<file path="config.mk">
export PLATFORM = sky130hd
export DESIGN_NAME = uart_tx_serializer
export DESIGN_NICKNAME = d
export VERILOG_FILES = /design/src/rtl/uart_tx_serializer.sv
export SDC_FILE = /design/constraint.sdc
export NUM_CORES = 1
export LEC_CHECK = 0
export BUFFER_PORTS_ARGS = -buffer_cell sky130_fd_sc_hd__buf_2
export CORE_MARGIN = 2
export CORE_UTILIZATION = 55
export DETAILED_ROUTE_END_ITERATION = 16
export GPL_TIMING_DRIVEN = 0
export PLACE_DENSITY = 0.77
export SETUP_SLACK_MARGIN = 0.05
export SLEW_MARGIN = 15
export SYNTH_ARGS = -nofsm -noshare
export SYNTH_HDL_FRONTEND = slang
export SYNTH_SLANG_ARGS = --single-unit
</file>
<file path="constraint.sdc">
create_clock -name clk -period 3.5 [get_ports clk]
set_input_delay 0.525 -clock clk [delete_from_list [all_inputs] [get_ports clk]]
set_output_delay 0.525 -clock clk [all_outputs]
set_load 0.005 [all_outputs]
</file>
<file path="src/rtl/uart_tx_serializer.sv">
// uart_tx_serializer: UART transmit serializer.
// Sends a start bit, DATA_WIDTH data bits (LSB first), an optional parity bit
// and a stop bit. Each bit lasts Prescale clocks of the oversampling clock.
// Optional feature macro: UART_TX_PARITY_EN builds the PARITY state and parity
// logic. Without it, PAR_EN/PAR_TYP are ignored and every frame is 10 bits.
module uart_tx_serializer #(
    parameter int DATA_WIDTH     = 8,
    parameter int PRESCALE_WIDTH = 6
) (
    input  logic                      clk,
    input  logic                      rst,
    input  logic [DATA_WIDTH-1:0]     P_DATA,
    input  logic                      Data_Valid,
    input  logic                      PAR_EN,
    input  logic                      PAR_TYP,
    input  logic [PRESCALE_WIDTH-1:0] Prescale,
    output logic                      TX_OUT,
    output logic                      busy
);

    localparam int BIT_W = (DATA_WIDTH > 1) ? $clog2(DATA_WIDTH) : 1;
    localparam logic [BIT_W-1:0] LAST_BIT = BIT_W'(DATA_WIDTH - 1);

    typedef enum logic [2:0] {
        IDLE   = 3'd0,
        START  = 3'd1,
        DATA   = 3'd2,
`ifdef UART_TX_PARITY_EN
        PARITY = 3'd3,
`endif
        STOP   = 3'd4
    } state_t;

    state_t                    state_q, state_d;
    logic [DATA_WIDTH-1:0]     data_q, data_d;
    logic [PRESCALE_WIDTH-1:0] prescale_q, prescale_d;
    logic [PRESCALE_WIDTH-1:0] edge_count_q, edge_count_d;
    logic [BIT_W-1:0]          bit_count_q, bit_count_d;
    logic                      tx_q, tx_d;
    logic                      busy_q, busy_d;
    logic                      last_edge;
    logic [BIT_W-1:0]          bit_next;

`ifdef UART_TX_PARITY_EN
    logic par_en_q, par_en_d;
    logic par_typ_q, par_typ_d;
`else
    // Parity inputs are intentionally unused when parity is not built.
    logic unused_parity;
    assign unused_parity = PAR_EN ^ PAR_TYP;
`endif

    // Only 8, 16 and 32 are valid bit lengths; anything else falls back to 16.
    function automatic logic [PRESCALE_WIDTH-1:0] legal_prescale(
        input logic [PRESCALE_WIDTH-1:0] p
    );
        if (p == PRESCALE_WIDTH'(8) || p == PRESCALE_WIDTH'(16) ||
            p == PRESCALE_WIDTH'(32))
            return p;
        return PRESCALE_WIDTH'(16);
    endfunction

    assign last_edge = (edge_count_q == (prescale_q - 1'b1));
    assign bit_next  = bit_count_q + 1'b1;

    // Next-state logic; tx_d/busy_d are the values for the state being entered,
    // so the registered outputs line up with the state without a cycle of lag.
    always_comb begin
        state_d      = state_q;
        data_d       = data_q;
        prescale_d   = prescale_q;
        edge_count_d = edge_count_q;
        bit_count_d  = bit_count_q;
        tx_d         = tx_q;
        busy_d       = busy_q;
`ifdef UART_TX_PARITY_EN
        par_en_d     = par_en_q;
        par_typ_d    = par_typ_q;
`endif
        case (state_q)
            IDLE: begin
                tx_d   = 1'b1;
                busy_d = 1'b0;
                if (Data_Valid) begin
                    data_d       = P_DATA;
                    prescale_d   = legal_prescale(Prescale);
`ifdef UART_TX_PARITY_EN
                    par_en_d     = PAR_EN;
                    par_typ_d    = PAR_TYP;
`endif
                    edge_count_d = '0;
                    bit_count_d  = '0;
                    state_d      = START;
                    tx_d         = 1'b0;
                    busy_d       = 1'b1;
                end
            end
            START: begin
                if (last_edge) begin
                    edge_count_d = '0;
                    bit_count_d  = '0;
                    state_d      = DATA;
                    tx_d         = data_q[0];
                end else begin
                    edge_count_d = edge_count_q + 1'b1;
                end
            end
            DATA: begin
                if (last_edge) begin
                    edge_count_d = '0;
                    if (bit_count_q == LAST_BIT) begin
`ifdef UART_TX_PARITY_EN
                        if (par_en_q) begin
                            state_d = PARITY;
                            tx_d    = (^data_q) ^ par_typ_q;
                        end else begin
                            state_d = STOP;
                            tx_d    = 1'b1;
                        end
`else
                        state_d = STOP;
                        tx_d    = 1'b1;
`endif
                    end else begin
                        bit_count_d = bit_next;
                        tx_d        = data_q[bit_next];
                    end
                end else begin
                    edge_count_d = edge_count_q + 1'b1;
                end
            end
`ifdef UART_TX_PARITY_EN
            PARITY: begin
                if (last_edge) begin
                    edge_count_d = '0;
                    state_d      = STOP;
                    tx_d         = 1'b1;
                end else begin
                    edge_count_d = edge_count_q + 1'b1;
                end
            end
`endif
            STOP: begin
                if (last_edge) begin
                    edge_count_d = '0;
                    state_d      = IDLE;
                    tx_d         = 1'b1;
                    busy_d       = 1'b0;
                end else begin
                    edge_count_d = edge_count_q + 1'b1;
                end
            end
            default: begin
                state_d = IDLE;
                tx_d    = 1'b1;
                busy_d  = 1'b0;
            end
        endcase
    end

    // State, frame latches and registered outputs; reset aborts any frame.
    always_ff @(posedge clk or posedge rst) begin
        if (rst) begin
            state_q      <= IDLE;
            data_q       <= '0;
            prescale_q   <= PRESCALE_WIDTH'(16);
            edge_count_q <= '0;
            bit_count_q  <= '0;
            tx_q         <= 1'b1;
            busy_q       <= 1'b0;
`ifdef UART_TX_PARITY_EN
            par_en_q     <= 1'b0;
            par_typ_q    <= 1'b0;
`endif
        end else begin
            state_q      <= state_d;
            data_q       <= data_d;
            prescale_q   <= prescale_d;
            edge_count_q <= edge_count_d;
            bit_count_q  <= bit_count_d;
            tx_q         <= tx_d;
            busy_q       <= busy_d;
`ifdef UART_TX_PARITY_EN
            par_en_q     <= par_en_d;
            par_typ_q    <= par_typ_d;
`endif
        end
    end

    assign TX_OUT = tx_q;
    assign busy   = busy_q;

endmodule

</file>
==> flow_summary.ini <==
[route]
first_iter_violations = 42
ant_nets = 0
wl_per_cell_microns = 15.00
wl_microns = 3284
vias = 1282
vias_per_cell = 5.854
first_pass_iters = 4
drc = 0

[layout]
antenna_cells = 0
fin_area_sq_um = 1763
fin_cells = 219
register_area_sq_um = 703.2
multi_input_area_sq_um = 799.5
drive_gt1_share_pct = 19.15
fin_util_pct = 64.49
finalNetCount = 212
area_delta_synth_final_pct = 11.47
fillers = 222

[timing]
worst_pin_slew_ps = 1020
period_needed_ps = 2169
fmax_mhz = 461.0
hold_violations = 0
whs_ps = 349.7
fin_ws_ps = 1331
rsz0062_at_grt = no
setup_viol = 0
fin_crit_sh_pct = 61.98
clock_skew_ps = 21.44
max_slew_margin_pct = 31.90
final_max_slew_viol_count = 0
fin_tns_setup_ps = 0

[clock_network]
postCtsSetupRepairBufs = 0
clk_pin_slew_ps = 160
hold_buffers = 0
post_cts_resize_count = 0
clk_latency_ps = 340
cts-root-buf = clkbuf_4
cts_buffer_depth = 2
h-tree-depth = 1
tritoncts = yes
clock_sinks = 28
cts_made_buffers = 3

[worst_setup_path]
max_stage_delay_ps = 500
cp-end-kind = flop
cp.arrival_ps = 2470
cpLargestDelayFamily = simple AND/OR/NAND/NOR gates
crit_fanout = 10
startpoint_type = flop
cp.required_ps = 3800
cp_cell_sequence = clkbuf_1 > nor2_1 > inv_1 > nor3_1 > clkbuf_1 > nand2_1 > nand2_1
path_class = flop to flop
crit_buf_inv = 3
critPathSlowestCell = nor3_1

[grt]
grt_pass1_wl_microns = 5768
grt-ovfl-total = 0
track_usage_pct = 22.13
antenna_found_initial = 0
grt_max_degree = 29
grt_pass1_vias = 1359

[placed_design]
hpwlAfterDp_microns = 2489
pre_cts_slack_ps = 1397
port_buffers = 18
place_area_sq_um = 1710
place_inst = 215
gp_congestion = 0.8633

[logic_synthesis]
async_flop_share_pct = 100.0
synthTopCellsByArea = dfrtp_1 (41%), nand2_1 (9.5%), dfstp_2 (3.3%)
synth-edff-count = 0
synth_nets = 189
ys_types = 39
netlist_area_sq_um = 1582
ys_seq_elements = 28
synth_ff_type = dfrtp_1
ys_warn_count = 0
synth_top_area_cell = dfrtp_1
syn_area_per_cell_sq_um = 9.527
synth_top_area_share_pct = 41.14
syn-instance-count = 166
synth_seq_area_share_pct = 44.46

[die]
fp-row-count = 19
core-area_sq_um = 2734
fp.dieW_microns = 57.63
dieArea_sq_um = 3321
initial_utilization_pct = 57.85
num_io_pins = 21
fp.dieH_microns = 57.63

[power]
total_power_mw = 1.299
p_per_area_nw_per_um2 = 736.8
irDropWorstVdd_uv = 526.0
power.leakage_nw = 0.8638

[hold_path]
hold_class = input pin to flop

[run_status]
status = complete, no violations

[flow_run]
drv_cap = 0
==> synthesized netlist by cell type (2+ instances only) <==
cell / n
dfstp_2: 2
dfrtp_1: 26
xnor2_1: 3
or3_1: 2
a211oi_1: 2
a21oi_1: 3
a21o_1: 3
nor4_1: 2
nand2b_1: 5
nand3_1: 4
clkbuf_1: 6
mux2i_1: 5
xor2_1: 5
buf_6: 3
nor2_1: 12
nand3b_1: 2
mux4_2: 2
inv_1: 6
o21ai_0: 5
nor3_1: 3
nand2_1: 40
and2_1: 2
a22o_1: 4
ha_1: 4
==> final cells by class <==
class                           count  area share, %
Multi-Input combinational cell    123          45.35
Sequential cell                    28          39.89
Timing Repair Buffer               18          5.110
Buffer                              9          3.194
Tap cell                           31          2.200
Clock inverter                      1          1.703
Clock buffer                        3          1.278
Inverter                            6          1.278
==> worst reg2reg max path, delay by kind of cell, from the launching register on <==
family,cells,cell delay (ps)
AND/OR/NAND/NOR,4,990
buffers and inverters,3,750
flip-flops,1,390
==> registers in the layout, indices dropped and copies added, names as in the netlist <==
name	flops
prescale_q	6
busy	1
bit_count_q	3
edge_count_q	6
data_q	8
TX_OUT	1
state_q	3
==> report_power, final <==
| group | internal [mW] | total [mW] | leakage, nW | switching [mW] |
|---|---|---|---|---|
| sequential | 0.438 | 0.523 | 0.357 | 0.0859 |
| combinational | 0.269 | 0.561 | 0.478 | 0.292 |
| clock | 0.116 | 0.215 | 0.0279 | 0.0989 |
| total | 0.822 | 1.30 | 0.864 | 0.477 |
==> cells by family after synthesis <==
| group | synth area share [%] |
|---|---|
| adders and majority gates | 3.165 |
| DFF | 44.46 |
| buffers and inverters | 4.984 |
| muxes | 6.725 |
| AOI/OAI and AO/OA | 12.74 |
| and+or+nand+nor | 23.50 |
| xor gates and xnor gates | 4.431 |
==> worst paths after layout <==
| check | from | endpoint | slack, ps | cells after the start |
|---|---|---|---|---|
| min in group asynchronous | rst | data_q[4]$_DFFE_PP0P_ | 390 | 2 |
| min | P_DATA[7] | data_q[7]$_DFFE_PP0P_ | 350 | 3 |
| max reg2reg | state_q[1]$_DFFE_PP0P_ | data_q[0]$_DFFE_PP0P_ | 1330 | 7 |
| max | state_q[1]$_DFFE_PP0P_ | data_q[0]$_DFFE_PP0P_ | 1330 | 7 |
| max in group asynchronous | rst | edge_count_q[3]$_DFFE_PP0P_ | 2470 | 2 |
| min reg2reg | data_q[2]$_DFFE_PP0P_ | data_q[2]$_DFFE_PP0P_ | 500 | 2 |
==> layout by cell type, fill, tap and decap left out, types with 2 or more instances in the layout <==
| master | instances |
|---|---|
| a211oi_1 | 2 |
| mux2i_1 | 5 |
| nor3_1 | 3 |
| xor2_1 | 5 |
| nor2_1 | 12 |
| buf_2 | 18 |
| ha_1 | 4 |
| nand3b_1 | 2 |
| buf_6 | 3 |
| o21ai_0 | 5 |
| nand3_1 | 4 |
| clkbuf_4 | 3 |
| nor4_1 | 2 |
| inv_1 | 6 |
| dfrtp_1 | 26 |
| nand2b_1 | 5 |
| a21o_1 | 3 |
| a21oi_1 | 3 |
| clkbuf_1 | 6 |
| mux4_2 | 2 |
| nand2_1 | 40 |
| and2_1 | 2 |
| xnor2_1 | 3 |
| a22o_1 | 4 |
| dfstp_2 | 2 |
| or3_1 | 2 |
==> layer usage <==
metal  global-route usage [%]  routed length, microns  up-vias  share of wire [%]
li1                         -                       -      611                  -
met1                    27.34                    1419      623                 43
met2                    40.26                    1688       43                 51
met3                    2.009                     130        5                4.0
met4                    7.973                      46        0                1.4
met5                        0                       0        -                  0
(Power assumes the default switching activity.)
